`src/rtl/shiftcomp_seq_pkg.sv`:
```
// shiftcomp_pkg
// Shared types and constants for the shift-and-compare sequencer:
//   state_t  : sequencer FSM states (IDLE, LOAD, RUN, DONE)
//   status_t : 2-bit result code carried on res_status
//   ST_HIT / ST_TIMEOUT / ST_ABORT : the result codes
// The timeout exit is controlled by the macro SHIFTCOMP_SEQ_TIMEOUT_EN,
// which is tested only inside shiftcomp_seq_cnt.
package shiftcomp_pkg;

  typedef enum logic [1:0] {
    IDLE = 2'd0,
    LOAD = 2'd1,
    RUN  = 2'd2,
    DONE = 2'd3
  } state_t;

  typedef logic [1:0] status_t;

  localparam status_t ST_HIT     = 2'd0;
  localparam status_t ST_TIMEOUT = 2'd1;
  localparam status_t ST_ABORT   = 2'd2;

endpackage

```
`src/rtl/shiftcomp_seq_if.sv`:
```
// shiftcomp_seq_if
// Command and result handshake bundle of the sequencer.
//   start_valid / start_ready : command handshake (master -> sequencer)
//   cmd_init / cmd_test       : search command payload
//   res_valid / res_ready     : result handshake (sequencer -> master)
//   res_count / res_status    : result payload
// Modports: master = command master side, slave = sequencer side.
interface shiftcomp_seq_if
  import shiftcomp_pkg::*;
#(
  parameter int W     = 8,
  parameter int CNT_W = 5
);

  logic             start_valid;
  logic             start_ready;
  logic [W-1:0]     cmd_init;
  logic [W-1:0]     cmd_test;
  logic             res_valid;
  logic             res_ready;
  logic [CNT_W-1:0] res_count;
  status_t          res_status;

  modport master (
    output start_valid, cmd_init, cmd_test, res_ready,
    input  start_ready, res_valid, res_count, res_status
  );

  modport slave (
    input  start_valid, cmd_init, cmd_test, res_ready,
    output start_ready, res_valid, res_count, res_status
  );

endinterface

```
`src/rtl/shiftcomp_seq_cnt.sv`:
```
// shiftcomp_seq_cnt
// Clear/enable saturating up-counter used to count RUN cycles.
//   clk, rst (sync, active-low) : clock and reset
//   clear : force count to 0 (wins over en)
//   en    : increment, saturating at all-ones
//   count : current count
//   tc    : timeout terminal count (count == MAX_CYCLES-1)
// Macro SHIFTCOMP_SEQ_TIMEOUT_EN: when undefined, tc is tied low and no
// timeout compare is built; the counter then only saturates.
module shiftcomp_seq_cnt #(
  parameter int MAX_CYCLES = 16,
  parameter int CNT_W      = 5
) (
  input  logic             clk,
  input  logic             rst,
  input  logic             clear,
  input  logic             en,
  output logic [CNT_W-1:0] count,
  output logic             tc
);

  if (MAX_CYCLES < 1 || MAX_CYCLES >= (1 << CNT_W)) begin : g_bad_cfg
    $error("shiftcomp_seq_cnt: MAX_CYCLES must be >= 1 and < 2**CNT_W");
  end

  always_ff @(posedge clk) begin
    if (!rst || clear) begin
      count <= '0;
    end else if (en && count != '1) begin
      count <= count + 1'b1;
    end
  end

`ifdef SHIFTCOMP_SEQ_TIMEOUT_EN
  assign tc = (count == CNT_W'(MAX_CYCLES - 1));
`else
  assign tc = 1'b0;
`endif

endmodule

```
`src/rtl/shiftcomp_seq.sv`:
```
// shiftcomp_seq
// Sequencer for one shifter/comparator pair: accepts {init, test}, loads
// the shifter, counts free-running RUN cycles until limit (HIT), abort
// (ABORT) or, with SHIFTCOMP_SEQ_TIMEOUT_EN defined, MAX_CYCLES (TIMEOUT),
// then presents {count, status} on a valid/ready result port.
//   clk, rst (sync, active-low)
//   bus     : shiftcomp_seq_if.slave (command and result handshakes)
//   abort   : terminate the current search (RUN only)
//   sc_load : shifter load strobe, sc_init : shifter load data
//   sc_test : comparator operand, limit : comparator equality result
module shiftcomp_seq
  import shiftcomp_pkg::*;
#(
  parameter int W          = 8,
  parameter int MAX_CYCLES = 16,
  parameter int CNT_W      = 5
) (
  input  logic                 clk,
  input  logic                 rst,
  shiftcomp_seq_if.slave       bus,
  input  logic                 abort,
  output logic                 sc_load,
  output logic [W-1:0]         sc_init,
  output logic [W-1:0]         sc_test,
  input  logic                 limit
);

  state_t           state, state_next;
  logic [W-1:0]     init_q, test_q;
  logic [CNT_W-1:0] res_count_q, res_count_next;
  status_t          res_status_q, res_status_next;
  logic             capture, res_load, cnt_clear, cnt_en, tc;
  logic [CNT_W-1:0] count;

  shiftcomp_seq_cnt #(
    .MAX_CYCLES (MAX_CYCLES),
    .CNT_W      (CNT_W)
  ) u_cnt (
    .clk   (clk),
    .rst   (rst),
    .clear (cnt_clear),
    .en    (cnt_en),
    .count (count),
    .tc    (tc)
  );

  always_ff @(posedge clk) begin
    if (!rst) begin
      state        <= IDLE;
      init_q       <= '0;
      test_q       <= '0;
      res_count_q  <= '0;
      res_status_q <= ST_HIT;
    end else begin
      state <= state_next;
      if (capture) begin
        init_q <= bus.cmd_init;
        test_q <= bus.cmd_test;
      end
      if (res_load) begin
        res_count_q  <= res_count_next;
        res_status_q <= res_status_next;
      end
    end
  end

  // RUN exit priority: limit, then abort, then timeout. The counter keeps
  // incrementing on the exit edge, so the result is latched from count here.
  always_comb begin
    state_next      = state;
    capture         = 1'b0;
    res_load        = 1'b0;
    cnt_clear       = 1'b0;
    cnt_en          = 1'b0;
    res_count_next  = count;
    res_status_next = ST_HIT;
    case (state)
      IDLE: begin
        if (bus.start_valid) begin
          capture    = 1'b1;
          state_next = LOAD;
        end
      end
      LOAD: begin
        cnt_clear  = 1'b1;
        state_next = RUN;
      end
      RUN: begin
        cnt_en = 1'b1;
        if (limit) begin
          res_load   = 1'b1;
          state_next = DONE;
        end else if (abort) begin
          res_load        = 1'b1;
          res_status_next = ST_ABORT;
          state_next      = DONE;
        end else if (tc) begin
          res_load        = 1'b1;
          res_count_next  = CNT_W'(MAX_CYCLES);
          res_status_next = ST_TIMEOUT;
          state_next      = DONE;
        end
      end
      DONE: begin
        if (bus.res_ready) begin
          state_next = IDLE;
        end
      end
      default: state_next = IDLE;
    endcase
  end

  // Outputs are forced to 0 while rst is low, so nothing leaks out during
  // reset; start_ready comes back in the first cycle rst is high.
  assign bus.start_ready = rst && (state == IDLE);
  assign bus.res_valid   = rst && (state == DONE);
  assign bus.res_count   = rst ? res_count_q  : '0;
  assign bus.res_status  = rst ? res_status_q : ST_HIT;
  assign sc_load         = rst && (state == LOAD);
  assign sc_init         = rst ? init_q : '0;
  assign sc_test         = rst ? test_q : '0;

endmodule

```
`src/flat_wrapper.sv`:
```
// flat-port wrapper written by rule: the top's interface ports become plain ports
module shiftcomp_seq_flat import shiftcomp_pkg::*;
#(
  parameter int W          = 8,
  parameter int MAX_CYCLES = 16,
  parameter int CNT_W      = 5
)
  (clk, rst, abort, sc_load, sc_init, sc_test, limit, bus_start_valid, bus_cmd_init, bus_cmd_test, bus_res_ready, bus_start_ready, bus_res_valid, bus_res_count, bus_res_status);
  shiftcomp_seq_if #(.W(W), .CNT_W(CNT_W)) bus_i ();
  input  logic clk;
  input  logic rst;
  input  logic abort;
  output logic sc_load;
  output logic [W-1:0] sc_init;
  output logic [W-1:0] sc_test;
  input  logic limit;
  input wire logic [$bits(bus_i.start_valid)-1:0] bus_start_valid;
  input wire logic [$bits(bus_i.cmd_init)-1:0] bus_cmd_init;
  input wire logic [$bits(bus_i.cmd_test)-1:0] bus_cmd_test;
  input wire logic [$bits(bus_i.res_ready)-1:0] bus_res_ready;
  output wire logic [$bits(bus_i.start_ready)-1:0] bus_start_ready;
  output wire logic [$bits(bus_i.res_valid)-1:0] bus_res_valid;
  output wire logic [$bits(bus_i.res_count)-1:0] bus_res_count;
  output wire logic [$bits(bus_i.res_status)-1:0] bus_res_status;
  assign bus_i.start_valid = bus_start_valid;
  assign bus_i.cmd_init = bus_cmd_init;
  assign bus_i.cmd_test = bus_cmd_test;
  assign bus_i.res_ready = bus_res_ready;
  assign bus_start_ready = bus_i.start_ready;
  assign bus_res_valid = bus_i.res_valid;
  assign bus_res_count = bus_i.res_count;
  assign bus_res_status = bus_i.res_status;
  shiftcomp_seq #(.W(W), .MAX_CYCLES(MAX_CYCLES), .CNT_W(CNT_W)) u_core (.clk(clk), .rst(rst), .bus(bus_i), .abort(abort), .sc_load(sc_load), .sc_init(sc_init), .sc_test(sc_test), .limit(limit));
endmodule
```
`config.mk`:
```
export PLATFORM = sky130hd
export DESIGN_NAME = shiftcomp_seq_flat
export DESIGN_NICKNAME = d
export VERILOG_FILES = /design/src/rtl/shiftcomp_seq_pkg.sv /design/src/rtl/shiftcomp_seq_if.sv /design/src/rtl/shiftcomp_seq_cnt.sv /design/src/rtl/shiftcomp_seq.sv /design/src/flat_wrapper.sv
export SDC_FILE = /design/constraint.sdc
export NUM_CORES = 1
export LEC_CHECK = 0
export ABC_AREA = 1
export BUFFER_PORTS_ARGS = -buffer_cell sky130_fd_sc_hd__buf_2
export CAP_MARGIN = 40
export CORE_ASPECT_RATIO = 0.9
export CORE_MARGIN = 8
export CORE_UTILIZATION = 53
export DETAILED_ROUTE_END_ITERATION = 8
export PLACE_DENSITY_LB_ADDON = 0.2
export REMOVE_ABC_BUFFERS = 1
export SLEW_MARGIN = 20
export SYNTH_ARGS = -nofsm -noshare
export SYNTH_HDL_FRONTEND = slang
export SYNTH_SLANG_ARGS = --single-unit
```
`constraint.sdc`:
```
create_clock -name clk -period 2.9 [get_ports clk]
set_input_delay 0.58 -clock clk [delete_from_list [all_inputs] [get_ports clk]]
set_output_delay 0.58 -clock clk [all_outputs]
set_load 0.05 [all_outputs]
```
==> impl_metrics.py <==
metrics = {
    "timing": {
        "worstMarginPinSlew_ps": 705,
        "finalCritPeriodShare": 0.753,
        "rsz0062_at_grt": "no",
        "fin_tns_setup_ps": 0,
        "hold_viol_final": 0,
        "setup_viol": 0,
        "finClkSkew_ps": 7.72,
        "final_max_slew_viol_count": 0,
        "period_needed_ps": 2180,
        "fmax_ghz": 0.458,
        "max-slew-margin-rel": 0.530,
    },
    "power": {
        "ir_worst_vdd_v": 0.000538,
        "power-per-cell-area_nw_per_um2": 865,
        "p_leak_nw": 1.02,
    },
    "floorplan": {
        "die-area_sq_um": 4710,
        "start_util": 0.544,
        "core_area_sq_um": 2700,
        "fp.dieH_um": 65.9,
        "dieWidth_um": 71.5,
        "fp-row-count": 18,
        "ioPinCount": 48,
    },
    "layout": {
        "syn2layout_area_growth_pct": 16.5,
        "fin_nets": 286,
        "drive_gt1_frac": 0.236,
        "antenna_cells": 0,
        "stdcell_area_sq_um": 1710,
    },
    "detailed_routing": {
        "ant_nets": 0,
        "wl_mm": 2.85,
        "viasPerCell": 4.44,
        "drc": 0,
        "wl_per_cell_um": 9.91,
        "first_iter_violations": 116,
        "dr.pass1.iters": 4,
        "dr_total_vias": 1278,
    },
    "synthesis": {
        "syn_area_per_cell_sq_um": 6.90,
        "yosys.area.top_type": "dfxtp_1",
        "yosysTopAreaCellShare": 0.395,
        "yosysWarningCount": 0,
        "ys_top_cells_by_area": "dfxtp_1 (40%), nor2_1 (11%), inv_1 (10%)",
        "synthFlopType": "dfxtp_1",
        "synthCells": 213,
        "async_flop_share": 0,
        "synth.most_common_cell": "nor2_1",
        "synth-edff-count": 0,
        "synth_cell_type_count": 23,
        "synth-seq-cells": 29,
        "ys_seq_area_frac": 0.395,
        "syn_area_sq_um": 1470,
        "ys_top_cells_by_count": "nor2_1 (44), inv_1 (41), nand2_1 (38), dfxtp_1 (29), o21ai_0 (18)",
    },
    "clocking": {
        "clockRootBuffer": "clkbuf_4",
        "path_clk_slew_ps": 90,
        "cts_hold_buf": 0,
        "clock-sinks": 29,
        "clock_path_buffers": 2,
        "h-tree-depth": 2,
        "cts_buffers": 5,
        "cts_tree": "yes",
        "cts_resized": 0,
        "clkLatencyLatePin_ps": 320,
        "post_cts_buffers": 0,
    },
    "worst_setup_path": {
        "cp-start-kind": "input port",
        "path_max_fanout": 49,
        "cp.arrival_ps": 1600,
        "startpoint": "rst",
        "worst_setup_path_end_kind": "output port",
        "rr_startpoint": "u_core.u_cnt.count[0]",
        "cp-endpoint": "sc_init[2]",
        "r2r-end": "u_core.u_cnt.count[3]",
        "critPathKind": "input port to output port",
        "regToRegSetupSlack_ps": 1460,
        "cp_data_required_time_ps": 2320,
        "worstRegToRegCells": 10,
    },
    "global_routing": {
        "grt_pass1_wl_mm": 4.78,
        "grt_util_all_layers": 0.127,
        "grt_max_degree": 50,
        "grt.overflow.total": 0,
        "antenna_found_initial": 0,
        "grt_pass1_vias": 1091,
    },
    "min_path": {
        "min_path_type": "flip-flop to flip-flop",
    },
    "placed_design": {
        "dp_hpwl_mm": 2.13,
        "portBuffers": 46,
        "gp_congestion": 0.769,
        "postPlaceCellArea_sq_um": 1660,
    },
    "status": {
        "outcome": "finished, final reports clean",
    },
    "job": {
        "cap_violations": 0,
    },
}
## worst min-delay path by stage
stage | from | endpoint | slack, ps | depth (start not counted)
after global placement | u_core.res_count_q[3] | u_core.res_count_q[3] | 440 | 2
final | u_core.res_count_q[2] | u_core.res_count_q[2] | 450 | 2
after global routing | u_core.res_count_q[2] | u_core.res_count_q[2] | 470 | 2
after detailed placement | u_core.res_count_q[2] | u_core.res_count_q[2] | 440 | 2
after CTS | u_core.res_count_q[2] | u_core.res_count_q[2] | 450 | 2
after floorplan | u_core.res_count_q[0] | u_core.res_count_q[0] | 420 | 2
## critical path: stages
cell	delay [ps]
buf_2	550
nand2_1	130
inv_1	80
buf_2	260
## cells by family (layout without fill, tap and decap cells)
kind of cell	count (synthesis)	count (layout)	synth area share
compound gates	32	32	0.120
xor+xnor	1	1	0.00596
fa+ha+maj	7	7	0.0596
buf+inv	51	96	0.163
flops	29	29	0.395
other cells	1	1	0.00255
simple gates	92	92	0.254
## area by class of cell
type	instances	area, sq um
fill	269	991
multi-input combinational	133	649
sequential	29	581
timing repair buffer	46	230
inverter	42	163
clock buffer	6	41.3
tap	30	37.5
clock inverter	2	10.0
## state kept, by name (all words and copies together) (netlist names)
register	flops
u_core.res_count_q	5
u_core.res_status_q	1
u_core.test_q	8
u_core.state	2
u_core.init_q	8
u_core.u_cnt.count	5
## cells in the final DEF (no fill, tap or decap), types with 3 or more instances in the layout
cell type / count
clkbuf_4: 5
dfxtp_1: 29
ha_1: 7
a21oi_1: 8
inv_1: 41
nor2_2: 3
o21ai_0: 18
o21ai_1: 3
nand2_1: 38
nor2_1: 44
buf_2: 46
## power by group
group	leakage [nW]	total, W	internal (W)	switching (W)
clock	0.0320	0.000224	0.0000921	0.000132
sequential	0.238	0.000569	0.000503	0.0000653
combinational	0.754	0.000688	0.000201	0.000488
total	1.02	0.00148	0.000796	0.000685
## routing by layer
metal / wire length (um) / share of wire / global-route usage
met1: 1410 / 0.49 / 0.150
met3: 225 / 0.079 / 0.0621
met5: 0 / 0 / 0
met2: 1170 / 0.41 / 0.192
met4: 46 / 0.016 / 0.0534
## per-stage QoR
step | power, W | utilization | cells | setup slack (ps) | hold slack [ps]
after floorplan | 0.00112 | - | 204 | 1320 | 423
after global placement | 0.00127 | 0.614 | 280 | 724 | 436
after detailed placement | 0.00127 | 0.614 | 280 | 687 | 437
final | 0.00148 | 0.633 | 288 | 717 | 447
after global routing | 0.00161 | 0.633 | 288 | 590 | 472
after CTS | 0.00150 | 0.633 | 288 | 688 | 451
Power figures use the tool's default switching activity.
